### src/rtl/uart_pkg.sv
// Shared definitions for the UART transmit port: FSM encoding and status word layout.
package uart_pkg;

    typedef enum logic [1:0] {
        TX_IDLE  = 2'd0,
        TX_START = 2'd1,
        TX_DATA  = 2'd2,
        TX_STOP  = 2'd3
    } tx_state_e;

    localparam int STATUS_FULL      = 0;
    localparam int STATUS_BUSY      = 1;
    localparam int STATUS_OVERFLOW  = 2;
    localparam int STATUS_COUNT_LSB = 3;

endpackage

### src/rtl/sync_fifo.sv
// Synchronous first-word-fall-through FIFO; a push into a full FIFO is taken
// only when a pop frees a slot in the same cycle.
module sync_fifo #(
    parameter int WIDTH      = 8,
    parameter int DEPTH_LOG2 = 4
) (
    input  logic                  clock,
    input  logic                  reset,
    input  logic                  push,
    input  logic                  pop,
    input  logic [WIDTH-1:0]      din,
    output logic [WIDTH-1:0]      dout,
    output logic                  full,
    output logic                  empty,
    output logic [DEPTH_LOG2:0]   count
);

    localparam int DEPTH = 1 << DEPTH_LOG2;

    logic [WIDTH-1:0]      mem_q [DEPTH];
    logic [DEPTH_LOG2-1:0] wrPtr_q;
    logic [DEPTH_LOG2-1:0] rdPtr_q;
    logic [DEPTH_LOG2:0]   count_q;
    logic                  doPush;
    logic                  doPop;

    assign full   = (count_q == (DEPTH_LOG2 + 1)'(DEPTH));
    assign empty  = (count_q == '0);
    assign count  = count_q;
    assign dout   = mem_q[rdPtr_q];
    assign doPop  = pop & ~empty;
    assign doPush = push & (~full | doPop);

    always_ff @(posedge clock) begin
        if (reset) begin
            wrPtr_q <= '0;
            rdPtr_q <= '0;
            count_q <= '0;
        end else begin
            if (doPush) wrPtr_q <= wrPtr_q + 1'b1;
            if (doPop)  rdPtr_q <= rdPtr_q + 1'b1;
            case ({doPush, doPop})
                2'b10:   count_q <= count_q + 1'b1;
                2'b01:   count_q <= count_q - 1'b1;
                default: count_q <= count_q;
            endcase
        end
    end

    // Storage needs no reset: the pointers alone define what is valid.
    always_ff @(posedge clock) begin
        if (doPush) mem_q[wrPtr_q] <= din;
    end

endmodule

### src/rtl/uart_tx_port.sv
// Bus-side UART transmitter: edge-qualified CPU writes feed a TX FIFO that is
// drained 8N1 onto tx; status reads are combinational.
module uart_tx_port
    import uart_pkg::*;
#(
    parameter int CLOCKS_PER_BIT  = 434,
    parameter int FIFO_DEPTH_LOG2 = 4
) (
    input  logic        clock,
    input  logic        reset,
    input  logic        uart_status_cs,
    input  logic        uart_data_cs,
    input  logic        read,
    input  logic        write,
    input  logic [31:0] data_in,
    output logic [31:0] data_out,
    output logic        data_out_valid,
    output logic        tx
);

    localparam int BAUD_W = (CLOCKS_PER_BIT > 1) ? $clog2(CLOCKS_PER_BIT) : 1;
    localparam logic [BAUD_W-1:0] BAUD_LAST = BAUD_W'(CLOCKS_PER_BIT - 1);

    tx_state_e             state_q, state_d;
    logic [BAUD_W-1:0]     baud_q, baud_d;
    logic [2:0]            bitIdx_q, bitIdx_d;
    logic [7:0]            shift_q, shift_d;
    logic                  tx_q, tx_d;
    logic                  overflow_q, overflow_d;
    logic                  dataWrPrev_q, statWrPrev_q;

    logic                  dataWrite, statusWrite, baudEnd;
    logic                  fifoPop, fifoFull, fifoEmpty;
    logic [7:0]            fifoDout;
    logic [FIFO_DEPTH_LOG2:0] fifoCount;
    logic [31:0]           statusWord;
    logic                  unusedDataBits;

    assign unusedDataBits = ^{data_in[31:8], data_in[1:0]};

    // A held strobe acts only on its first cycle.
    assign dataWrite   = write & uart_data_cs   & ~dataWrPrev_q;
    assign statusWrite = write & uart_status_cs & ~statWrPrev_q;
    assign baudEnd     = (baud_q == BAUD_LAST);

    sync_fifo #(
        .WIDTH      (8),
        .DEPTH_LOG2 (FIFO_DEPTH_LOG2)
    ) u_fifo (
        .clock (clock),
        .reset (reset),
        .push  (dataWrite),
        .pop   (fifoPop),
        .din   (data_in[7:0]),
        .dout  (fifoDout),
        .full  (fifoFull),
        .empty (fifoEmpty),
        .count (fifoCount)
    );

    // A drop in the same cycle as a clear wins, so no overflow is ever lost.
    assign overflow_d = (dataWrite & fifoFull & ~fifoPop)
                      | (overflow_q & ~(statusWrite & data_in[STATUS_OVERFLOW]));

    always_comb begin
        state_d  = state_q;
        baud_d   = baud_q + 1'b1;
        bitIdx_d = bitIdx_q;
        shift_d  = shift_q;
        fifoPop  = 1'b0;
        case (state_q)
            TX_IDLE: begin
                baud_d = '0;
                if (!fifoEmpty) begin
                    fifoPop = 1'b1;
                    shift_d = fifoDout;
                    state_d = TX_START;
                end
            end
            TX_START: begin
                if (baudEnd) begin
                    baud_d   = '0;
                    bitIdx_d = '0;
                    state_d  = TX_DATA;
                end
            end
            TX_DATA: begin
                if (baudEnd) begin
                    baud_d   = '0;
                    shift_d  = {1'b0, shift_q[7:1]};
                    bitIdx_d = bitIdx_q + 1'b1;
                    if (bitIdx_q == 3'd7) state_d = TX_STOP;
                end
            end
            TX_STOP: begin
                if (baudEnd) begin
                    baud_d = '0;
                    if (!fifoEmpty) begin
                        fifoPop = 1'b1;
                        shift_d = fifoDout;
                        state_d = TX_START;
                    end else begin
                        state_d = TX_IDLE;
                    end
                end
            end
            default: state_d = TX_IDLE;
        endcase

        // tx follows the state being entered so the pin itself is a flop.
        case (state_d)
            TX_START: tx_d = 1'b0;
            TX_DATA:  tx_d = shift_d[0];
            default:  tx_d = 1'b1;
        endcase
    end

    always_ff @(posedge clock) begin
        if (reset) begin
            state_q      <= TX_IDLE;
            baud_q       <= '0;
            bitIdx_q     <= '0;
            shift_q      <= '0;
            tx_q         <= 1'b1;
            overflow_q   <= 1'b0;
            dataWrPrev_q <= 1'b0;
            statWrPrev_q <= 1'b0;
        end else begin
            state_q      <= state_d;
            baud_q       <= baud_d;
            bitIdx_q     <= bitIdx_d;
            shift_q      <= shift_d;
            tx_q         <= tx_d;
            overflow_q   <= overflow_d;
            dataWrPrev_q <= write & uart_data_cs;
            statWrPrev_q <= write & uart_status_cs;
        end
    end

    always_comb begin
        statusWord = '0;
        statusWord[STATUS_FULL]     = fifoFull;
        statusWord[STATUS_BUSY]     = (state_q != TX_IDLE) | ~fifoEmpty;
        statusWord[STATUS_OVERFLOW] = overflow_q;
        statusWord[STATUS_COUNT_LSB +: FIFO_DEPTH_LOG2 + 1] = fifoCount;
    end

    assign data_out_valid = read & (uart_status_cs | uart_data_cs);
    assign data_out       = (read & uart_status_cs) ? statusWord : 32'd0;
    assign tx             = tx_q;

endmodule

### config.mk
export PLATFORM = sky130hd
export DESIGN_NAME = uart_tx_port
export DESIGN_NICKNAME = d
export VERILOG_FILES = /design/src/rtl/uart_pkg.sv /design/src/rtl/sync_fifo.sv /design/src/rtl/uart_tx_port.sv
export SDC_FILE = /design/constraint.sdc
export NUM_CORES = 1
export LEC_CHECK = 0
export CAP_MARGIN = 20
export CORE_MARGIN = 1
export CORE_UTILIZATION = 50
export CTS_BUF_LIST = sky130_fd_sc_hd__clkbuf_4 sky130_fd_sc_hd__clkbuf_8
export CTS_CLUSTER_SIZE = 14
export DETAILED_ROUTE_END_ITERATION = 8
export HOLD_SLACK_MARGIN = 0.05
export PLACE_DENSITY = 0.76
export SETUP_SLACK_MARGIN = 0.02
export SKIP_LAST_GASP = 1
export SLEW_MARGIN = 10
export SYNTH_ARGS = -nofsm -noshare
export SYNTH_HDL_FRONTEND = slang
export SYNTH_HIERARCHICAL = 1
export SYNTH_SLANG_ARGS = --single-unit
### constraint.sdc
create_clock -name clock -period 3.5 [get_ports clock]
set_clock_uncertainty 0.1 [all_clocks]
set_input_delay 1.05 -clock clock [delete_from_list [all_inputs] [get_ports clock]]
set_output_delay 1.05 -clock clock [all_outputs]
set_load 0.01 [all_outputs]
==> metrics.md, run 1 <==
| Metric | Value |
|---|---|
| Status | finished with violations |
| Failing checks | design-rule violations |
| Die Wd | 125.5 microns |
| Clock Latency Late Sink | 0.45 ns |
| First-pass GRT wire length | 22630 microns |
| Critical path type | in -> out |
| CP Data Required Time | 2.35 ns |
| Antenna cell count | 0 |
| Wire per inst | 19.30 microns |
| RSZ-0062 raised after global routing | yes |
| Bufs and invs on worst path | 2 |
| Gr ovfl total | 0 |
| Crit path to | data_out[1] |
| Vias per Instance | 5.800 |
| Post-CTS Hold Buffers | 0 |
| Largest net degree at the start of global routing | 33 |
| Clock-pin slew on the worst setup and hold paths | 0.08 ns |
| Simple-Gate Fraction of Synth Area | 0.09967 |
| Async SR Flop Fraction | 0 |
| DP HPWL | 9641 microns |
| Final setup fails | 0 |
| Post-Syn Area per Cell | 14.80 sq um |
| I/O Buffers | 23 |
| Slew margin rel. | 0.5142 |
| YS warnings | 6 |
| Cell area after layout | 8351 sq um |
| Worst-Margin Slew | 0.7272 ns |
| Deepest clock path buffer count | 2 |
| Arrival time worst endpoint | 2.26 ns |
| Final Max Tran Viols | 0 |
| Area after DPL | 7979 sq um |
| Static Leak | 0.002916 uW |
| Die footprint | 15740 sq um |
| FF-to-FF End | u_fifo/count[4] |
| Reg2reg start | baud_q[2] |
| Worst r2r path cells | 10 |
| Crit path launch type | input port |
| CTS root buffer | clkbuf_8 |
| Die Y | 125.5 microns |
| Final min period | 3.411 ns |
| Antenna violations before repair | 0 |
| Routed Antenna Nets | 0 |
| Core area | 14700 sq um |
| Vias in the first global route | 4362 |
| Total negative slack | 0 ns |
| Synthesized instance count | 515 |
| Overall Power | 5230 uW |
| Peak Freq | 0.2931 GHz |
| # IOs | 72 |
| WP depth | 4 |
| Most used cell, CP | clkdlybuf4s50_1 |
| Final WL | 14380 microns |
| R2R Setup Slk | 0.26 ns |
| CTS H-tree lvls | 4 |
| Initial Util | 0.5184 |
| DR iter-0 viols | 417 |
| EDFF count, synth | 128 |
| Synthesized area | 7620 sq um |
| Final worst path period share | 0.9747 |
| CTS tree | done |
| Hold Vio Cnt, Final | 0 |
| Seq/Total Area, Yosys | 0.6174 |
| Post-synthesis compound-gate area fraction | 0.07635 |
| Slowest cell on crit path | clkdlybuf4s50_1 |
| Largest family of logic cells by synthesized area | multiplexers |
| DRC viols | 8 |
| Critical path cell sequence | clkdlybuf4s50_1 > nand2_1 > a21oi_1 > clkdlybuf4s50_1 |
| Drt pass-1 iters | 6 |
| Area Overhead vs Synth | 9.590% |
| Final GP Congestion | 0.8032 |
| Top delay family on crit path | buffers and inverters |
| Total clock sinks | 171 |
| Synth Area in XOR/XNOR | 0.01379 |
| Number of buffers created by CTS | 17 |
| Layout cell share with drive strength beyond 1 | 0.1872 |
| Power Density | 626.3 nW/um^2 |
| Post-synthesis mux area share | 0.1105 |
| Vias after detailed routing | 4321 |
| Critical Path Sink Type | output pin |
| Setup bufs post-CTS | 0 |
| Tot GR Track Use | 0.1946 |
| Seq cells post-synth | 171 |
| Yosys cell types | 63 |
| Max-cap check violation count | 0 |
| CP Launch Point | read |
| Max IR drop VDD | 0.0003911 V |
| Most frequent cells in the layout | 128 x edfxtp_1, 42 x dfxtp_1, 32 x nor2_1, 32 x mux4_2 |
| Most common cell after layout, fill and taps aside | edfxtp_1 |
| Largest incremental delay on the critical path | 0.55 ns |
| CP max FO | 2 |
| Post-Synth Adder-Cell Area | 0.03218 |
| Worst Hold Class | reg -> reg |
| Primary FF master, synth | edfxtp_1 |
| Final nets | 607 |
| Util after Layout | 0.5681 |
| Row cnt | 44 |
-- sequential cells by signal, summed over array words and instances (netlist names), named ones only --
register / count
baud_q: 9
bitIdx_q: 3
dataWrPrev_q: 1
overflow_q: 1
shift_q: 8
statWrPrev_q: 1
state_q: 2
tx: 1
u_fifo/count: 5
u_fifo/mem_q: 128
u_fifo/rdPtr_q: 4
u_fifo/wrPtr_q: 4
-- per-stage QoR --
step | worst slack [ns] | hold WS, ns | instances
2_1_floorplan | 0.1363 | 0.3277 | 538
3_3_place_gp | -0.06350 | 0.3398 | 715
3_5_place_dp | -0.1104 | 0.3668 | 715
4_1_cts | 0.03053 | 0.3797 | 745
5_1_grt | 0.001255 | 0.3842 | 745
6_report | 0.08862 | 0.3762 | 745
-- synth_stat cells (all sizes together) (2+ instances only) --
| cell | count | area [sq um] |
|---|---|---|
| inv | 15 | 56.30 |
| or4 | 2 | 15.01 |
| mux4 | 32 | 720.7 |
| a211oi | 2 | 15.01 |
| and2 | 16 | 102.6 |
| xor2 | 4 | 35.03 |
| clkbuf | 11 | 41.29 |
| nor2 | 42 | 215.2 |
| buf | 36 | 280.3 |
| nand2b | 2 | 12.51 |
| a22oi | 24 | 180.2 |
| o211ai | 2 | 15.01 |
| o21ai | 12 | 78.83 |
| nor3b | 5 | 37.54 |
| edfxtp | 128 | 3844 |
| o21a | 6 | 45.04 |
| nor3 | 7 | 35.03 |
| nand4 | 3 | 25.02 |
| nand2 | 15 | 56.30 |
| o22ai | 2 | 12.51 |
| a31oi | 2 | 42.54 |
| nand3 | 9 | 45.04 |
| o2bb2ai | 7 | 61.31 |
| and3b | 2 | 17.52 |
| ha | 18 | 225.2 |
| nor2b | 6 | 45.04 |
| and3 | 14 | 90.08 |
| dfxtp | 43 | 860.8 |
| a21oi | 10 | 50.05 |
| mux2i | 11 | 110.1 |
| xnor2 | 8 | 70.07 |
-- layout make-up --
cell class | count | area [sq um]
well taps | 184 | 230.2
clock inverters | 11 | 123.9
flip-flops and latches | 171 | 4706
fillers | 1112 | 6349
clock buffers | 19 | 249.0
inverters | 15 | 56.30
repair buffers | 40 | 350.3
multi-input cells | 305 | 2635
-- kinds of logic after synthesis --
logic type / Yosys count
buffers and inverters: 62
xor gates and xnor gates: 12
other: 1
muxes: 44
DFF: 171
adders and majority gates: 19
AOI/OAI and AO/OA: 76
and+or+nand+nor: 130
-- routing by layer --
metal  part of all wire  GRT usage  vias up  wire length (microns)
li1                   -          -     1981                      -
met1               0.41     0.2329     2195                   5929
met2               0.53     0.3428      122                   7658
met3              0.038    0.04236       23                    547
met4              0.017    0.07532        0                    240
met5                  0          0        -                      0
-- repair_timing --
action | 4_1_cts | 5_1_grt
endpoints found under the setup margin | 9 | 2
resized for setup | 9 | 2
pin swaps | 0 | 0
-- worst register-to-register path, cell delays in order (launching register included) --
cell	delay [ns]
dfxtp_1	0.37
and4bb_1	0.55
a31oi_4	0.15
nor3_2	0.17
nor2b_1	0.25
o21ai_4	0.11
inv_2	0.14
ha_1	0.29
o2bb2ai_1	0.32
a2111oi_0	0.14
or4_1	0.55
-- power by group --
group	leakage (uW)	switching [uW]	internal [uW]
clock	0.000188	669	641
sequential	0.00150	122	2270
combinational	0.00123	787	737
total	0.00292	1580	3650
-- worst min path at each step --
stage / start / end / slack, ns / cells past startpoint
2_1_floorplan: overflow_q / overflow_q / 0.33 / 2
3_3_place_gp: overflow_q / overflow_q / 0.34 / 2
3_5_place_dp: overflow_q / overflow_q / 0.37 / 2
4_1_cts: overflow_q / overflow_q / 0.38 / 2
5_1_grt: overflow_q / overflow_q / 0.38 / 2
6_report: overflow_q / overflow_q / 0.38 / 2
Power figures use the tool's default switching activity.
==> run 2: changes to the inputs <==
CTS_CLUSTER_DIAMETER = 30   (was default)
TNS_END_PERCENT = 30   (was default)
==> run 2 against run 1 <==
  * The flow still finishes with violations (design-rule violations)
  * Power is essentially flat
  * Global-route usage unchanged
  * Combinational power about the same
  * Critical endpoint is now data_out[7]
  * Largest cell class unchanged
==> metrics.md, run 2 (same netlist as run 1, synthesis figures left out) <==
| Metric | Value |
|---|---|
| Status | finished with violations |
| Failing checks | design-rule violations |
| Critical path cell sequence | clkdlybuf4s50_1 > buf_4 > and3_1 > clkdlybuf4s50_1 |
| Post-CTS Hold Buffers | 0 (unchanged) |
| Layout fillers | 1110 (-0.18%) |
| Largest net degree at the start of global routing | 33 (unchanged) |
| Overall Power | 5229 uW (about the same) |
| Final worst path period share | 0.9998 (+0.02510) |
| Total clock sinks | 171 (unchanged) |
| Slew margin rel. | 0.5258 (+0.01157) |
| # IOs | 72 (unchanged) |
| I/O Buffers | 23 (unchanged) |
| Drt pass-1 iters | 6 (unchanged) |
| Critical path type | in -> out |
| DP HPWL | 9641 microns (unchanged) |
| CTS root buffer | clkbuf_8 |
| Final WL | 14340 microns (-0.26%) |
| Cell area after layout | 8359 sq um (+0.10%) |
| Critical Path Sink Type | output pin |
| Biggest regs | u_fifo/mem_q (128), baud_q (9), shift_q (8) |
| Row cnt | 44 (unchanged) |
| Final Max Tran Viols | 0 (unchanged) |
| Peak Freq | 0.2858 GHz (-2.5%) |
| Initial Util | 0.5184 (unchanged) |
| Area Overhead vs Synth | 9.704% |
| Static Leak | 0.002910 uW (-0.21%) |
| Largest incremental delay on the critical path | 0.53 ns (-0.02 ns) |
| Max IR drop VDD | 0.0003953 V (+1.1%) |
| Critical hold path startpoint | overflow_q |
| Area after DPL | 7979 sq um (unchanged) |
| Antenna cell count | 0 (unchanged) |
| Worst Hold Class | reg -> reg |
| Gr ovfl total | 0 (unchanged) |
| Arrival time worst endpoint | 2.35 ns (+0.09 ns) |
| Die Wd | 125.5 microns (unchanged) |
| Reg2reg start | baud_q[2] |
| Clock Latency Late Sink | 0.45 ns (about the same) |
| Power Density | 625.5 nW/um^2 (-0.12%) |
| First-pass GRT wire length | 22630 microns (unchanged) |
| RSZ-0062 raised after global routing | yes |
| CTS H-tree lvls | 4 (unchanged) |
| Largest register by flop count | u_fifo/mem_q |
| Clock-pin slew on the worst setup and hold paths | 0.09 ns (about the same) |
| Vias in the first global route | 4362 (unchanged) |
| Hold Vio Cnt, Final | 0 (unchanged) |
| Final setup fails | 0 (unchanged) |
| Final nets | 607 (unchanged) |
| Most frequent cells in the layout | 128 x edfxtp_1, 41 x dfxtp_1, 33 x nor2_1 |
| Number of buffers created by CTS | 17 (unchanged) |
| Routed Antenna Nets | 0 (unchanged) |
| Max-cap check violation count | 0 (unchanged) |
| # placed instances | 715 (unchanged) |
| Largest register FFs | 128 (unchanged) |
| Util after Layout | 0.5687 (+0.0005960) |
| DRC viols | 8 (unchanged) |
| Tot GR Track Use | 0.1946 (unchanged) |
| CP max FO | 8 (+6) |
| Wire per inst | 19.24 microns (-0.26%) |
| Deepest clock path buffer count | 2 (unchanged) |
| Setup bufs post-CTS | 0 (unchanged) |
| Worst-Margin Slew | 0.7099 ns (-0.01732 ns) |
| Crit path launch type | input port |
| Most common cell after layout, fill and taps aside | edfxtp_1 |
| DR iter-0 viols | 416 (-0.24%) |
| Vias per Instance | 5.800 (unchanged) |
| Slowest cell on crit path | clkdlybuf4s50_1 |
| Antenna violations before repair | 0 (unchanged) |
| WHS | 0.3763 ns (+0.0001410 ns) |
| Post-Layout Cell Count | 745 (unchanged) |
| Layout cell share with drive strength beyond 1 | 0.1872 (unchanged) |
| CP Data Required Time | 2.35 ns (about the same) |
| Die footprint | 15740 sq um (unchanged) |
| CTS tree | done |
| CP Launch Point | read |
| Final GP Congestion | 0.8032 (unchanged) |
| Core area | 14700 sq um (unchanged) |
| Die Y | 125.5 microns (unchanged) |
| Vias after detailed routing | 4321 (unchanged) |
| Final min period | 3.499 ns (+0.08786 ns) |
| Most used cell, CP | clkdlybuf4s50_1 |
## run 2: cell count changes in the layout (fill, tap and decap cells not counted)
cell	change
dfxtp_2	+1
dlymetal6s2s_1	+1
nor2_1	+1
clkdlybuf4s50_1	+5
dfxtp_1	-1
nor2_2	-1
dlygate4sd2_1	-6
## run 2: layout make-up
type,instances,area (sq um),share of cell area
clock buffer,19,249.0,0.02979
clock inverter,11,123.9,0.01482
timing repair buffer,40,360.3,0.04311
sequential,171,4707,0.5631
tap,184,230.2,0.02754
multi-input combinational,305,2633,0.3149
inverter,15,56.30,0.006736
## run 2: worst max-delay path, delay by kind of cell
kind                   cells  cell delay [ns]
buffers and inverters      3             1.15
and+or+nand+nor            1             0.14
## run 2: path summary, 6_finish.rpt
check / to / slack, ns / cells after the start
min: overflow_q / 0.38 / 2
max: data_out[7] / 0.0008 / 4
min reg2reg: overflow_q / 0.38 / 2
max reg2reg: u_fifo/count[4] / 0.25 / 10
## run 2: power breakdown
part | internal (uW) | switching (uW)
Combinational | 737 | 786
Clock | 641 | 670
Sequential | 2270 | 120
## run 2: metal layers
layer  vias up  GRT usage  wire [microns]
li1       1983          -               -
met1      2190     0.2329            5801
met2       129     0.3428            7674
met3        19    0.04236             637
met4         0    0.07532             223
met5         -          0               0
## run 2: timing repair
item	CTS	global route
gates resized for setup	3	3
pin swaps	0	0
setup endpoints to repair	9	8
hold endpoints to repair	0	0
## run 2: through the flow
step,TNS [ns],setup slack [ns]
detailed placement,-0.6902,-0.1104
global route,-0.1412,-0.03177
floorplan,0,0.1363
global placement,-0.2502,-0.06350
CTS,-0.003677,-0.003015
finish,0,0.0007636
